`config.mk`:
```
export PLATFORM = sky130hd
export DESIGN_NAME = and_op_seq_flat
export DESIGN_NICKNAME = d
export VERILOG_FILES = /design/src/rtl/and_op_seq_pkg.sv /design/src/rtl/and_op_seq_if.sv /design/src/rtl/and_op_seq_rr_arbiter.sv /design/src/rtl/and_op_seq.sv /design/src/flat_wrapper.sv
export SDC_FILE = /design/constraint.sdc
export NUM_CORES = 1
export LEC_CHECK = 0
export CORE_UTILIZATION = 43
export DETAILED_ROUTE_END_ITERATION = 12
export PLACE_DENSITY = 0.71
export SETUP_SLACK_MARGIN = 0.5
export SLEW_MARGIN = 40
export SYNTH_ARGS = -nofsm -noshare
export SYNTH_HDL_FRONTEND = slang
export SYNTH_HIERARCHICAL = 1
export SYNTH_SLANG_ARGS = --single-unit
```
`constraint.sdc`:
```
create_clock -name clk -period 2.6 [get_ports clk]
set_clock_uncertainty 0.15 [all_clocks]
set_input_delay 0.52 -clock clk [delete_from_list [all_inputs] [get_ports clk]]
set_output_delay 0.52 -clock clk [all_outputs]
set_load 0.005 [all_outputs]
```
`src/rtl/and_op_seq_pkg.sv`:
```
// Shared types and constants for the and_op_seq operation sequencer.
package and_op_pkg;

    localparam int N_REQ_MAX = 8;
    localparam int IDX_W     = $clog2(N_REQ_MAX);

    typedef enum logic [1:0] {
        IDLE  = 2'd0,
        ISSUE = 2'd1,
        WAIT  = 2'd2,
        RESP  = 2'd3
    } state_t;

    // Advance a requester index by one, wrapping at the live requester count.
    function automatic logic [IDX_W-1:0] wrap_inc(input logic [IDX_W-1:0] idx, input int n);
        if (int'(idx) + 1 >= n) return '0;
        return idx + IDX_W'(1);
    endfunction

endpackage

```
`src/rtl/and_op_seq_if.sv`:
```
// Requester and shared-AND-unit signal bundle for and_op_seq.
interface and_op_seq_if #(parameter int N_REQ = 4);

    logic [N_REQ-1:0] pi_req;
    logic [N_REQ-1:0] pi_a;
    logic [N_REQ-1:0] pi_b;
    logic [N_REQ-1:0] po_ack;
    logic             po_c;
    logic             po_flag;
    logic             po_a;
    logic             po_b;
    logic             pi_c;

    // The environment side: requesters plus the AND unit.
    modport master (
        output pi_req, pi_a, pi_b, pi_c,
        input  po_ack, po_c, po_flag, po_a, po_b
    );

    modport slave (
        input  pi_req, pi_a, pi_b, pi_c,
        output po_ack, po_c, po_flag, po_a, po_b
    );

endinterface

```
`src/rtl/and_op_seq_rr_arbiter.sv`:
```
// Round-robin arbiter: picks the first requester at or after rr_ptr, wrapping.
module rr_arbiter
    import and_op_pkg::*;
#(
    parameter int N_REQ = 4
) (
    input  logic [N_REQ-1:0] req,
    input  logic [IDX_W-1:0] rr_ptr,
    output logic [N_REQ-1:0] grant,
    output logic [IDX_W-1:0] index
);

    logic found;

    // First pass covers rr_ptr..N_REQ-1, second pass wraps to 0..rr_ptr-1.
    always_comb begin
        grant = '0;
        index = '0;
        found = 1'b0;
        for (int i = 0; i < N_REQ; i++) begin
            if (!found && req[i] && (i >= int'(rr_ptr))) begin
                found    = 1'b1;
                grant[i] = 1'b1;
                index    = IDX_W'(i);
            end
        end
        for (int i = 0; i < N_REQ; i++) begin
            if (!found && req[i]) begin
                found    = 1'b1;
                grant[i] = 1'b1;
                index    = IDX_W'(i);
            end
        end
    end

endmodule

```
`src/rtl/and_op_seq.sv`:
```
// Sequences requester operations through one shared registered AND unit.
// Define AND_OP_SEQ_STAT_EN to add the po_op_cnt completed-operation counter.
module and_op_seq
    import and_op_pkg::*;
#(
    parameter int N_REQ = 4
) (
    input  logic         clk,
    input  logic         rst,
    and_op_seq_if.slave  bus
`ifdef AND_OP_SEQ_STAT_EN
    ,
    output logic [15:0]  po_op_cnt
`endif
);

    state_t           state;
    state_t           state_next;
    logic [IDX_W-1:0] rr_ptr;
    logic [IDX_W-1:0] grant_idx;
    logic [N_REQ-1:0] grant_oh;
    logic             op_a;
    logic             op_b;
    logic             result;
    logic [N_REQ-1:0] arb_grant;
    logic [IDX_W-1:0] arb_index;
    logic             any_req;

    assign any_req = |bus.pi_req;

    rr_arbiter #(.N_REQ(N_REQ)) u_arb (
        .req    (bus.pi_req),
        .rr_ptr (rr_ptr),
        .grant  (arb_grant),
        .index  (arb_index)
    );

    always_comb begin
        state_next = state;
        case (state)
            IDLE:    if (any_req) state_next = ISSUE;
            ISSUE:   state_next = WAIT;
            WAIT:    state_next = RESP;
            RESP:    state_next = IDLE;
            default: state_next = IDLE;
        endcase
    end

    // Operands are captured at grant so later requester changes cannot leak in.
    always_ff @(posedge clk or posedge rst) begin
        if (rst) begin
            state     <= IDLE;
            rr_ptr    <= '0;
            grant_idx <= '0;
            grant_oh  <= '0;
            op_a      <= 1'b0;
            op_b      <= 1'b0;
            result    <= 1'b0;
        end else begin
            state <= state_next;
            case (state)
                IDLE: begin
                    if (any_req) begin
                        grant_oh  <= arb_grant;
                        grant_idx <= arb_index;
                        op_a      <= |(bus.pi_a & arb_grant);
                        op_b      <= |(bus.pi_b & arb_grant);
                    end
                end
                WAIT:    result <= bus.pi_c;
                RESP:    rr_ptr <= wrap_inc(grant_idx, N_REQ);
                default: ;
            endcase
        end
    end

    assign bus.po_flag = (state == ISSUE);
    assign bus.po_a    = bus.po_flag & op_a;
    assign bus.po_b    = bus.po_flag & op_b;
    assign bus.po_ack  = (state == RESP) ? grant_oh : '0;
    assign bus.po_c    = (state == RESP) & result;

`ifdef AND_OP_SEQ_STAT_EN
    always_ff @(posedge clk or posedge rst) begin
        if (rst) po_op_cnt <= '0;
        else if (state == RESP) po_op_cnt <= po_op_cnt + 16'd1;
    end
`endif

endmodule

```
`src/flat_wrapper.sv`:
```
// flat-port wrapper written by rule: the top's interface ports become plain ports
module and_op_seq_flat import and_op_pkg::*;
#(
    parameter int N_REQ = 4
)
  (clk, rst, bus_pi_req, bus_pi_a, bus_pi_b, bus_pi_c, bus_po_ack, bus_po_c, bus_po_flag, bus_po_a, bus_po_b);
  and_op_seq_if #(.N_REQ(N_REQ)) bus_i ();
  input  logic clk;
  input  logic rst;
  input wire logic [$bits(bus_i.pi_req)-1:0] bus_pi_req;
  input wire logic [$bits(bus_i.pi_a)-1:0] bus_pi_a;
  input wire logic [$bits(bus_i.pi_b)-1:0] bus_pi_b;
  input wire logic [$bits(bus_i.pi_c)-1:0] bus_pi_c;
  output wire logic [$bits(bus_i.po_ack)-1:0] bus_po_ack;
  output wire logic [$bits(bus_i.po_c)-1:0] bus_po_c;
  output wire logic [$bits(bus_i.po_flag)-1:0] bus_po_flag;
  output wire logic [$bits(bus_i.po_a)-1:0] bus_po_a;
  output wire logic [$bits(bus_i.po_b)-1:0] bus_po_b;
  assign bus_i.pi_req = bus_pi_req;
  assign bus_i.pi_a = bus_pi_a;
  assign bus_i.pi_b = bus_pi_b;
  assign bus_i.pi_c = bus_pi_c;
  assign bus_po_ack = bus_i.po_ack;
  assign bus_po_c = bus_i.po_c;
  assign bus_po_flag = bus_i.po_flag;
  assign bus_po_a = bus_i.po_a;
  assign bus_po_b = bus_i.po_b;
  and_op_seq #(.N_REQ(N_REQ)) u_core (.clk(clk), .rst(rst), .bus(bus_i));
endmodule
```
==> metrics.txt, run 1 <==
status=complete, no violations; CP startpoint kind=register; final WL=about 2200 microns; warnings from Yosys=6; Crit Path Category=register to primary output; Synth Area per Inst=between 10 and 15 sq um; top-area cell type share of the netlist area=between 30% and 40%; RSZ-0062 raised after global routing=true; WL per Instance=14.4 microns; DR vias/cell=about 5.3; fmax=0.469 GHz; height of the die=around 49 microns; drc violations=0; Skew-Pair Late Insertion Delay=between 200 and 300 ps; grt total ovfl=0; Max Cap Viol=0; Worst EP arrival=approximately 1500 ps; leakage=roughly 0.65 nW; Tot GR Track Use=between 20% and 30%; Post-synth top flop=dfrtp_1; Worst slew margin=slightly above 60%; filler cell count=roughly 170; CP Capture Type=primary output; n_diodes=0; multi-input combinational cell area=578 sq um; First-pass DRT Iterations=4; Post-Syn Area=about 950 sq um; gpl congestion=a little under 0.8; synth top area cells=dfrtp_1 40%, mux2_4 9.5%, ha_1 6.6%; Finished Cell Area=between 1000 and 1500 sq um; commonest cells in the netlist=15 x dfrtp_1, 9 x and2_1, 6 x inv_1, 6 x mux2_4, 6 x nor2_1; Hold Fails Final Rpt=0; minimum clock period=2130 ps; setup ws final=about 470 ps; EDFF count, synth=0; Slew Limit Fails=0; initial antenna violation count=0; vias in the first global route=around 800; H-tree depth=1; area added between synthesis and finish=41.0%; Hold Crit Class=register to register; power per cell area=~900 nW/um^2; Root Buffer=clkbuf_4; setup tns final=0 ps; Netlist cell types=32; count leader, synth=dfrtp_1; core area=around 2000 sq um; Rows=16; Cells after Synth=90; hpwl dp=~1400 microns; sequential-to-total area share from yosys stat=between 30% and 40%; CTS sink count=15; first-pass GRT wire length=between 3000 and 4000 microns; pin count of the biggest net entering global routing=16; dpl cell area=around 1200 sq um; Initial Utilization=46.8%; IO buf count=22; Max VDD drop=about 0.57 mV; post-route ant nets=0; dpl ws=between 90 and 100 ps; I/O Pins=23; clock buffer depth=2; area leader, netlist=dfrtp_1; Layout Nets=~140; Tcrit/Tclk final=between 80% and 90%; worst-path fanout max=5; Post-Syn Nets=110; CTS tree=yes; register area=about 380 sq um; endpoints failing setup=0; asr flop ratio synth=between 90% and 100%; fraction of layout instances using a drive strength above 1=30.1%; total die area=approximately 2400 sq um; Crit path required time=1930 ps; Chip Width=between 40 and 50 microns; worst slew pin tran=roughly 570 ps; Via Count=800; initial detailed-routing violation count=19; total CTS buffers=3; FF+latch count, synth=15; Reg clk slew, reported paths=~80 ps
[worst paths after layout]
kind | start | endpoint | slack (ps) | cells past startpoint
max | u_core/state[0]$_DFFE_PP0P_ | bus_po_ack[0] | 470 | 4
min | u_core/op_a$_DFFE_PP0P_ | u_core/op_a$_DFFE_PP0P_ | 340 | 2
max reg2reg | u_core/rr_ptr[1]$_DFFE_PP0N_ | u_core/op_b$_DFFE_PP0P_ | 750 | 7
min reg2reg | u_core/op_a$_DFFE_PP0P_ | u_core/op_a$_DFFE_PP0P_ | 340 | 2
max in group asynchronous | rst | u_core/state[0]$_DFFE_PP0P_ | 1450 | 2
min in group asynchronous | rst | u_core/grant_oh[3]$_DFFE_PP0P_ | 440 | 2
[metal layers]
| metal | track usage [%] | vias up | part of all wire [%] |
|---|---|---|---|
| met1 | 26.1 | 384 | 45 |
| li1 | - | 388 | - |
| met4 | 10.8 | 0 | 2.0 |
| met5 | 0 | - | 0 |
| met2 | 32.4 | 24 | 48 |
| met3 | 4.05 | 4 | 5.1 |
[critical path: stages (launching register included)]
cell and delay [ps]:
dfrtp_2 460, ha_4 190, buf_4 130, and2_1 140, dlygate4sd2_1 260
[registers in the layout, indices dropped and copies added, names as in the netlist]
name / cells
u_core/grant_oh: 4
u_core/op_a: 1
u_core/op_b: 1
u_core/grant_idx: 3
u_core/result: 1
u_core/state: 2
u_core/rr_ptr: 3
[timing repair]
item / in CTS / in global routing
hold buffers: 0 / 0
buffers inserted: 2 / 3
pin swaps: 1 / 4
setup endpoints to repair: 10 / 4
resized for setup: 17 / 9
[stage by stage]
step           util [%]  cells  power (W)  hold slack [ps]
2_1_floorplan         -     90   0.000818              271
3_3_place_gp       60.0    141   0.000983              315
3_5_place_dp       60.0    141   0.000996              322
4_1_cts            63.6    147    0.00118              343
5_1_grt            66.0    150    0.00131              384
6_report           66.0    150    0.00120              339
[cell usage in the layout (no fill, tap or decap), drive strengths merged, types with 3 or more instances in the layout]
master          n
nor2            6
clkbuf          4
ha              5
mux2           10
o21ai           3
nand2           5
dlymetal6s2s    4
clkdlybuf4s50  11
inv             6
dlygate4sd2     7
buf             9
and2           10
a21oi           3
dfrtp          15
[kinds of logic (layout without fill, tap and decap cells)]
| group | Yosys count | in the layout | share of synthesized area [%] |
|---|---|---|---|
| AND/OR/NAND/NOR | 27 | 27 | 15.1 |
| AO/OA/AOI/OAI | 24 | 24 | 19.7 |
| flip-flops | 15 | 15 | 39.6 |
| multiplexers | 10 | 10 | 14.3 |
| buffers and inverters | 8 | 41 | 4.36 |
| adder cells (fa/ha/maj) | 5 | 5 | 6.61 |
| other | 1 | 1 | 0.396 |
[where the power goes]
part           internal (W)  switching, W  leakage [nW]
logic              0.000380      0.000258         0.450
registers          0.000339     0.0000921         0.187
clock network     0.0000597     0.0000750        0.0150
[final cells by class]
cell class / instances / share of cell area (%)
clock buffer: 4 / 1.97
inverter: 6 / 1.69
multi-input combinational: 67 / 43.3
sequential: 15 / 28.3
tap: 27 / 2.53
timing repair buffer: 31 / 22.2
No activity file was read; power rests on OpenSTA's default activity.
==> run 2, diff against run 1 <==
==> constraint.sdc (replaced) <==
create_clock -name clk -period 2.1 [get_ports clk]
set_clock_uncertainty 0.15 [all_clocks]
set_input_delay 0.42 -clock clk [delete_from_list [all_inputs] [get_ports clk]]
set_output_delay 0.42 -clock clk [all_outputs]
set_load 0.005 [all_outputs]
==> metrics.txt, run 2 (synthesis gave the netlist of run 1 again) <==
status=complete, no violations; Finished Cell Area=1620 sq um; Max Cap Viol=0; height of the die=around 50 microns; H-tree depth=1; fraction of layout instances using a drive strength above 1=roughly 60%; power per cell area=1200 nW/um^2; worst slew pin tran=about 610 ps; fin util=between 70% and 80%; Max VDD drop=just over 0.8 mV; CP Capture Type=primary output; fmax=approximately 0.53 GHz; Post-CTS Hold Buffers=0; Initial Utilization=between 40% and 50%; RSZ-0062 raised after global routing=true; crit path to=bus_po_ack[3]; Hold Crit Class=primary input to asynchronous set/reset pin; clock buffer depth=2; grt total ovfl=0; Rows=16; core area=approximately 2000 sq um; R2R depth=8; final hold slack=between 300 and 400 ps; dpl cells=between 100 and 150; final instance count without filler cells=approximately 170; Hold Fails Final Rpt=0; commonest non-fill, non-tap cells in the layout=20 x buf_6, 12 x buf_4, 10 x clkdlybuf4s50_1, 10 x dfrtp_1, 7 x mux2_4; DR vias/cell=5.44; setup tns final=0 ps; max reg flops=4; most common cell after layout, fill and taps aside=buf_6; Worst slew margin=between 50 and 60%; post-route ant nets=0; internal reg-to-reg setup slack=about 340 ps; Chip Width=roughly 49 microns; Crit. Startpoint=u_core/state[0]$_DFFE_PP0P_; Tcrit/Tclk final=between 80% and 90%; RR Startpoint=u_core/state[1]$_DFFE_PP0P_; first-pass GRT wire length=~4300 microns; CP startpoint kind=register; dpl cell area=1300 sq um; register area=382 sq um; minimum clock period=about 1900 ps; filler cell count=approximately 120; endpoints failing setup=0; multi-input combinational cell area=689 sq um; WL per Instance=roughly 17 microns; gpl congestion=0.793; Top Registers=u_core/grant_oh x4, u_core/grant_idx x3, u_core/rr_ptr x3; Tot GR Track Use=around 25%; IO buf count=22; initial detailed-routing violation count=20; Crit path required time=about 1500 ps; area added between synthesis and finish=70.5%; total die area=approximately 2400 sq um; CTS sink count=15; Biggest register=u_core/grant_oh; Via Count=between 900 and 1000; CTS tree=yes; leakage=0.741 nW; initial antenna violation count=0; pin count of the biggest net entering global routing=16; Crit Path Category=register to primary output; I/O Pins=23; Layout Nets=approximately 160; Slew Limit Fails=0; FF-to-FF End=u_core/grant_idx[2]$_DFFE_PP0P_; n_diodes=0; vias in the first global route=920; Skew-Pair Late Insertion Delay=about 300 ps; drc violations=0; Worst EP arrival=roughly 1300 ps; final WL=~2800 microns; First-pass DRT Iterations=4; total CTS buffers=3; Root Buffer=clkbuf_4; worst-path fanout max=5; Reg clk slew, reported paths=~110 ps; hpwl dp=about 1700 microns
[run 2: cell count changes in the layout (fill, tap and decap cells not counted), moves of 3 or more]
cell / change
buf_6: +18
dlygate4sd2_1: -5
and2_1: -5
buf_4: +5
and2_4: +5
dfrtp_1: -3
buf_2: +3
dfrtp_2: +3
nor2_1: -3
dlymetal6s2s_1: -4
[run 2: how the worst min path moves through the flow]
stage | to | slack [ps] | depth (start not counted)
after CTS | u_core/grant_idx[0]$_DFFE_PP0P_ | 360 | 2
after detailed placement | u_core/op_a$_DFFE_PP0P_ | 340 | 2
after floorplan | u_core/grant_idx[0]$_DFFE_PP0P_ | 170 | 1
after global placement | u_core/op_b$_DFFE_PP0P_ | 310 | 2
after global routing | u_core/grant_idx[2]$_DFFE_PP0P_ | 370 | 2
final | u_core/grant_idx[0]$_DFFE_PP0P_ | 330 | 2
[run 2: metrics by stage]
stage | worst slack, ps | power, W
after global routing | 176 | 0.00205
after global placement | -152 | 0.00130
final | 226 | 0.00193
after floorplan | 446 | 0.00104
after CTS | 218 | 0.00175
after detailed placement | -173 | 0.00134
[run 2: where the power goes]
part	total (W)	leakage (nW)	internal [W]	switching (W)
Clock	0.000186	0.0139	0.0000726	0.000113
Combinational	0.00119	0.545	0.000736	0.000458
Sequential	0.000551	0.182	0.000423	0.000128
[run 2: critical path, cell delays in order (launching register included)]
cell and delay (ps):
dfrtp_2 460, ha_4 190, buf_6 110, and2_4 130, buf_6 110
[run 2: final cells by class]
class | count | area share (%)
clock inverter | 1 | 0.465
sequential | 15 | 23.6
timing repair buffer | 48 | 28.4
inverter | 6 | 1.39
tap | 27 | 2.09
clock buffer | 3 | 1.39
multi-input combinational | 67 | 42.7
[run 2: metal layers]
layer	part of all wire, %	GRT usage [%]	up-vias
met4	2.6	11.3	0
li1	-	-	426
met1	43	27.9	444
met3	3.6	4.67	11
met5	0	0	-
met2	51	45.6	27
[run 2: timing repair]
item / CTS / global route
setup endpoints to repair: 18 / 18
endpoints found under the hold margin: 0 / 0
setup buffers: 12 / 2
pin swaps: 19 / 7
gates resized for setup: 72 / 22
==> run 3, diff against run 2 <==
--- a/config.mk
+++ b/config.mk
@@ -5,6 +5,8 @@
 export SDC_FILE = /design/constraint.sdc
 export NUM_CORES = 1
 export LEC_CHECK = 0
+export ABC_CLOCK_PERIOD_IN_PS = 2100
+export CORE_ASPECT_RATIO = 0.8
 export CORE_UTILIZATION = 43
 export DETAILED_ROUTE_END_ITERATION = 12
 export PLACE_DENSITY = 0.71
==> metrics.txt, run 3 (synthesis gave the netlist of run 1 again) <==
status=complete, no violations; peak per-stage delay on the critical path=about 460 ps; Max Cap Viol=0; Via Count=between 800 and 900; RSZ-0062 raised after global routing=true; Chip Width=between 50 and 60 microns; minimum clock period=between 1500 and 2000 ps; RR Startpoint=u_core/rr_ptr[2]$_DFFE_PP0N_; I/O Pins=23; Crit Path Category=register to primary output; Crit path required time=approximately 1500 ps; total die area=2400 sq um; Most common cell on crit path=buf_6; pin count of the biggest net entering global routing=16; cell family with most CP delay=flip-flops; Root Buffer=clkbuf_4; max reg flops=4; Worst slew margin=roughly 60%; n_diodes=0; dpl cells=roughly 150; most common cell after layout, fill and taps aside=buf_6; Tcrit/Tclk final=88.8%; CTS sink count=15; H-tree depth=1; core area=approximately 2000 sq um; fraction of layout instances using a drive strength above 1=between 50% and 60%; power per cell area=~1200 nW/um^2; R2R depth=6; Hold Crit Class=primary input to asynchronous set/reset pin; Worst EP arrival=roughly 1300 ps; Crit-path slowest cell=dfrtp_2; first-pass GRT wire length=around 3800 microns; critical path, cell by cell=ha_4 > buf_6 > and2_4 > buf_6; Layout Nets=between 150 and 200; Biggest register=u_core/grant_oh; total CTS buffers=3; initial antenna violation count=0; Tot GR Track Use=between 20 and 25%; FF-to-FF End=u_core/op_b$_DFFE_PP0P_; hpwl dp=1620 microns; final WL=about 2600 microns; Post-CTS Hold Buffers=0; height of the die=44.0 microns; Reg clk slew, reported paths=100 ps; Top Registers=u_core/grant_oh x4, u_core/grant_idx x3, u_core/rr_ptr x3; area added between synthesis and finish=64.7%; IO buf count=22; worst-path fanout max=3; fmax=roughly 0.54 GHz; internal reg-to-reg setup slack=~330 ps; worst slew pin tran=slightly above 600 ps; commonest non-fill, non-tap cells in the layout=16 x buf_6, 13 x buf_4, 11 x dfrtp_1; gpl congestion=about 0.80; grt total ovfl=0; initial detailed-routing violation count=10; CP Capture Type=primary output; WL per Instance=about 16 microns; DR vias/cell=5.51; filler cell count=~130; Slew Limit Fails=0; vias in the first global route=around 840; clock buffer depth=2; post-route ant nets=0; Finished Cell Area=approximately 1600 sq um; Skew-Pair Late Insertion Delay=just under 300 ps; Hold Fails Final Rpt=0; dpl cell area=roughly 1300 sq um; leakage=between 0.7 and 0.8 nW; drc violations=0; Max VDD drop=between 1 and 1.5 mV; endpoints failing setup=0; CP startpoint kind=register; First-pass DRT Iterations=4; CTS tree=yes; Initial Utilization=a little under half; final instance count without filler cells=roughly 160; final hold slack=roughly 350 ps; Rows=14; worst path bufs/invs=2
## run 3: timing repair
item | CTS | global route
pin swaps | 18 | 6
buffers inserted | 10 | 2
setup endpoints to repair | 18 | 18
resized for setup | 73 | 16
## run 3: worst reg2reg max path, stage by stage, from the launching register on
cell	delay, ps
dfrtp_2	500
nor2b_4	170
o32ai_2	90
o21a_2	230
a22o_1	230
a221oi_2	200
o21ai_1	90
## run 3: worst max path at each step
stage | startpoint | to | slack [ps] | depth (start not counted)
2_1_floorplan | u_core/rr_ptr[1]$_DFFE_PP0N_ | u_core/op_a$_DFFE_PP0P_ | 450 | 7
3_3_place_gp | bus_pi_req[2] | u_core/op_a$_DFFE_PP0P_ | -170 | 7
3_5_place_dp | bus_pi_req[2] | u_core/op_b$_DFFE_PP0P_ | -230 | 7
4_1_cts | u_core/state[1]$_DFFE_PP0P_ | bus_po_ack[3] | 230 | 4
5_1_grt | u_core/state[0]$_DFFE_PP0P_ | bus_po_ack[3] | 200 | 4
6_report | u_core/state[0]$_DFFE_PP0P_ | bus_po_ack[3] | 230 | 4
## run 3: through the flow
| stage | power (W) | util [%] | setup slack (ps) | setup TNS (ps) |
|---|---|---|---|---|
| after floorplan | 0.00104 | - | 446 | 0 |
| after global placement | 0.00129 | 64.9 | -169 | -981 |
| after detailed placement | 0.00132 | 64.9 | -225 | -1300 |
| after CTS | 0.00175 | 74.2 | 232 | 0 |
| after global routing | 0.00201 | 78.8 | 200 | 0 |
| final | 0.00190 | 78.8 | 235 | 0 |
## run 3: per-layer routing
metal,wire (microns),vias up,GRT usage [%]
met4,13,0,5.64
met2,1360,20,40.5
met5,0,-,0
li1,-,418,-
met1,1150,447,27.6
met3,103,2,6.32
## run 3: report_power, final
part           switching (W)  internal, W
combinational       0.000450     0.000733
sequential          0.000120     0.000421
clock               0.000102    0.0000709
total               0.000672      0.00123
## run 3: cell type report
| cell class | instances | area [sq um] | share of cell area (%) |
|---|---|---|---|
| flip-flops and latches | 15 | 380 | 24.4 |
| repair buffers | 45 | 422 | 27.0 |
| multi-input cells | 67 | 678 | 43.5 |
| clock inverters | 1 | 5.00 | 0.321 |
| inverters | 6 | 22.5 | 1.44 |
| well taps | 24 | 30.0 | 1.92 |
| clock buffers | 3 | 22.5 | 1.44 |
==> variant 1, RTL diff (flow settings as in run 3) <==
`N_REQ` is set to 4 in 4 places; all go to 5.
--- a/src/rtl/and_op_seq_if.sv
+++ b/src/rtl/and_op_seq_if.sv
@@ -1,3 +1,3 @@
 // Requester and shared-AND-unit signal bundle for and_op_seq.
-interface and_op_seq_if #(parameter int N_REQ = 4);
+interface and_op_seq_if #(parameter int N_REQ = 5);
 
--- a/src/rtl/and_op_seq_rr_arbiter.sv
+++ b/src/rtl/and_op_seq_rr_arbiter.sv
@@ -4,3 +4,3 @@
 #(
-    parameter int N_REQ = 4
+    parameter int N_REQ = 5
 ) (
--- a/src/rtl/and_op_seq.sv
+++ b/src/rtl/and_op_seq.sv
@@ -5,3 +5,3 @@
 #(
-    parameter int N_REQ = 4
+    parameter int N_REQ = 5
 ) (
--- a/src/flat_wrapper.sv
+++ b/src/flat_wrapper.sv
@@ -3,3 +3,3 @@
 #(
-    parameter int N_REQ = 4
+    parameter int N_REQ = 5
 )
Ports: changed (resized bus_pi_a, bus_pi_b, bus_pi_req and bus_po_ack); port bits go from 23 to 27. The function was not compared with the original's and may differ.
==> variant 1 against run 3 <==
The flow now finishes with violations (setup timing). Design area rose by 29%. Sequential cell count rose by 1. Global-route usage grew 3.5 points. Non-clock buffer count up 25. Total power is 40% higher. Routed wire length increased by 49%. Area after synthesis rose by 16%. Worst setup slack got worse by 0.29 ns. Worst hold slack gained 0.0034 ns. Final cell count grew 32%. Critical endpoint is now u_core/op_b. Highest routed layer unchanged.
==> variant 1: results (changes against run 3) <==
CTS
  • Clock latency on the worst-skew pair: 0.31 ns (was 0.29 ns)

Routing
  • Met2 wire length: 1910 µm (was 1360 µm)
  • WL met1: 1630 µm (was 1150 µm)
  • Vias: 1163 (was 887)
  • Vias per cell: 5.49 (was 5.51)
  • WL final: 3900 µm (was 2630 µm)
  • 1st-iter DRT viols: 54 (was 10)

Synth
  • Library cells used by synthesis: 38 (was 32)
  • Post-synth net total: 129 (was 110)
  • Synth Area in Compound Gates: 18.6% (was 19.7%)
  • Post-synth top cells: 16 x dfrtp_1, 12 x mux2_2, 9 x inv_1 (was 15 x dfrtp_1, 9 x and2_1, 6 x inv_1, 6 x mux2_4, 6 x nor2_1)
  • Gate Count Post-Synth: 104 (was 90)
  • Register area share after synthesis: 36.3% (was 39.6%)
  • Post-Synth Adder-Cell Area: 7.95% (was 6.61%)
  • Mux share of post-synthesis cell area: 14.5% (was 14.3%)
  • Synth async-reset ratio: 100% (unchanged)

Run status
  • Failing checks: setup timing
  • Status: complete, but fails checks (was finished, final reports clean)

Worst setup path
  • Worst R2R Start: u_core/rr_ptr[1] (was u_core/rr_ptr[2])
  • WS Path Type: reg -> reg (was reg -> out)
  • Worst Path Max Fanout: 5 (was 3)
  • Worst Path Arrival: 2.21 ns (was 1.30 ns)
  • R2R cell count: 7 (was 6)

GRT
  • Number of global-route vias before repair: 1079 (was 839)
  • Met1 Resource Use GR: 33.4% (was 27.6%)
  • Largest net degree at the start of global routing: 17 (was 16)
  • Routing usage on met2: 46.4% (was 40.5%)

Power
  • Leakage power total: 0.931 nW (was 0.710 nW)
  • Net Sw Frac: 37.6% (was 35.4%)
  • Worst ir drop on vdd: 936 µV (was 1030 µV)
  • Pwr dens: 1310 nW/µm² (was 1220 nW/µm²)
  • Comb pwr share: 70.4% (was 62.4%)

Placement
  • RePlAce Congestion: 0.927 (was 0.799)
  • Worst slack at placement: -0.472 ns (was -0.225 ns)
  • Cell count after placement: 189 (was 145)

Finish
  • Regs by FF count: u_core/grant_oh: 5 flops, u_core/grant_idx: 3 flops, u_core/rr_ptr: 3 flops (was u_core/grant_oh: 4 flops, u_core/grant_idx: 3 flops, u_core/rr_ptr: 3 flops)
  • # nets final: 203 (was 158)
  • Ratio of cells with drive above 1 in the final layout: 60.8% (was 59.1%)
  • Final core area utilization: 82.7% (was 78.8%)
  • Layout filler cell count: 154 (was 125)

Timing
  • Total negative slack: -0.0866 ns (was 0 ns)
  • Final setup viols: 2 (was 0)
  • Final setup margin: -0.0577 ns (was 0.235 ns)
  • Actual slew at the worst max-slew pin: 0.661 ns (was 0.612 ns)

Worst hold path
  • Min-delay worst type: in -> async (unchanged)
[variant 1: worst max-delay path, stage by stage, from the launching register on]
cell	delay, ns
dfrtp_2	0.46
nor3b_2	0.23
nand2b_4	0.17
o32a_4	0.24
o21ai_4	0.08
a222oi_1	0.36
nand2_1	0.10
mux2_2	0.27
[variant 1: kinds of logic after synthesis]
| kind of cell | Yosys count |
|---|---|
| simple gates | 35 |
| flops | 16 |
| compound gates | 22 |
| fa+ha+maj | 7 |
| buf+inv | 10 |
| mux | 14 |
[variant 1: layout make-up]
| cell class | instances | share of cell area [%] |
|---|---|---|
| Multi-Input combinational cell | 78 | 41.6 |
| Timing Repair Buffer | 70 | 33.1 |
| Clock buffer | 3 | 1.12 |
| Inverter | 9 | 1.98 |
| Sequential cell | 16 | 20.0 |
| Tap cell | 36 | 2.23 |
[variant 1: what timing repair did]
item / in CTS / in global routing
setup endpoints to repair: 21 / 22
buffers inserted: 13 / 7
pin swaps: 15 / 14
gates resized for setup: 84 / 41
==> variant 2, RTL diff (config.mk and constraints of run 3) <==
Made on the original files. The 4 states of `state_t` get a one-hot encoding in 4 bits.
--- a/src/rtl/and_op_seq_pkg.sv
+++ b/src/rtl/and_op_seq_pkg.sv
@@ -6,7 +6,7 @@
 
-    typedef enum logic [1:0] {
-        IDLE  = 2'd0,
-        ISSUE = 2'd1,
-        WAIT  = 2'd2,
-        RESP  = 2'd3
+    typedef enum logic [3:0] {
+        IDLE  = 4'b0001,
+        ISSUE = 4'b0010,
+        WAIT  = 4'b0100,
+        RESP  = 4'b1000
     } state_t;
Formal check against the unedited RTL: same outputs for any inputs over 10 cycles, from zero or initial values and one cycle with rst high; not proved beyond that.
==> variant 2 against run 3 <==
The run now ends with setup timing left. Total power grew 2.7%. Largest power group unchanged. Utilization grew 6.6 points. Sequential cell count grew 2. Routed wire length grew 12%. Clock power grew 5%. Worst setup slack lost 0.24 ns. Area after synthesis grew 0.79%. Design area grew 8.3%.
==> variant 2: results (changes against run 3) <==
Run status
  • Status: complete, but fails checks (was finished, final reports clean)
  • Failing checks: setup timing

Timing
  • Final setup margin: -0.00482 ns (was 0.235 ns)
  • Total negative slack: -0.00482 ns (was 0 ns)
  • Final setup viols: 1 (was 0)

Synth
  • Post-Synth Adder-Cell Area: 1.31% (was 6.61%)
  • Mux share of post-synthesis cell area: 11.8% (was 14.3%)
  • Largest cells by area after synthesis: dfrtp_1 42%, mux2_2 12%, and2_1 5.9% (was dfrtp_1 40%, mux2_4 9.5%, ha_1 6.6%)
  • Register area share after synthesis: 44.7% (was 39.6%)
  • Post-synth top cells: 16 x dfrtp_1, 10 x mux2_2, 9 x and2_1 (was 15 x dfrtp_1, 9 x and2_1, 6 x inv_1, 6 x mux2_4, 6 x nor2_1)
  • Synth Area in Compound Gates: 15.7% (was 19.7%)
  • Post-synth net total: 105 (was 110)

Routing
  • Routed len/inst: 17.0 µm (was 16.3 µm)
  • WL met1: 1280 µm (was 1150 µm)
  • Vias per cell: 5.43 (was 5.51)
  • Met2 wire length: 1530 µm (was 1360 µm)
  • Met3 Wirelength: 110 µm (was 103 µm)

GRT
  • GR Util met3: 7.22% (was 6.32%)
  • Global-route wire length before repair: 4040 µm (was 3790 µm)
  • Met1 Resource Use GR: 32.3% (was 27.6%)
  • Largest net degree at the start of global routing: 18 (was 16)
  • Routing usage on met2: 38.3% (was 40.5%)

Finish
  • Regs by FF count: u_core/grant_oh: 4 flops, u_core/state: 4 flops (was u_core/grant_oh: 4 flops, u_core/grant_idx: 3 flops, u_core/rr_ptr: 3 flops)
  • Layout filler cell count: 100 (was 125)

Power
  • Leakage power total: 0.778 nW (was 0.710 nW)
  • Worst ir drop on vdd: 915 µV (was 1030 µV)

Worst setup path
  • Worst Path Max Fanout: 4 (was 3)

Placement
  • Detailed placer's ending HPWL: 1620 µm (about the same)
[variant 2: area by class of cell]
class	instances	share of cell area, %
clock buffers	4	1.55
well taps	24	1.78
flip-flops and latches	17	25.5
multi-input cells	65	38.4
repair buffers	58	31.7
inverters	5	1.11
[variant 2: worst max-delay path, cell delays in order (launching register included)]
cell	delay, ns
dfstp_2	0.44
nor4b_4	0.33
buf_4	0.17
buf_6	0.08
and2_4	0.12
buf_6	0.08
[variant 2: timing repair]
action / in CTS / in global routing
setup buffers: 13 / 8
setup endpoints to repair: 18 / 22
cloned: 1 / 0
pin swaps: 10 / 10
resized for setup: 62 / 34
[variant 2: through the flow]
stage / cells / worst slack, ns
final: 173 / -0.00482
after global routing: 173 / -0.0555
after CTS: 165 / 0.0486
after detailed placement: 147 / -0.235
after global placement: 147 / -0.193
after floorplan: 89 / 0.421
[variant 2: power by group through the flow]
stage	Combinational, mW	Sequential [mW]	Clock, mW
2_1_floorplan	0.412	0.577	0
3_3_place_gp	0.594	0.596	0
3_5_place_dp	0.610	0.601	0
4_1_cts	0.850	0.590	0.178
5_1_grt	1.22	0.621	0.203
6_report	1.16	0.610	0.182
[variant 2: worst paths after layout]
check	endpoint	slack, ns	cells past startpoint
max	bus_po_a	-0.005	5
min	u_core/grant_idx[0]	0.27	3
max reg2reg	u_core/grant_oh[3]	0.23	5
min reg2reg	u_core/grant_oh[2]	0.37	1
max in group asynchronous	u_core/state[0]	1.27	3
min in group clk	u_core/grant_oh[2]	0.37	1
[variant 2: cell families (layout without fill, tap and decap cells)]
logic type	count (synthesis)	count (layout)
DFF	17	17
and+or+nand+nor	32	32
other	1	1
AOI/OAI and AO/OA	21	21
muxes	10	10
adders and majority gates	1	1
buffers and inverters	7	67
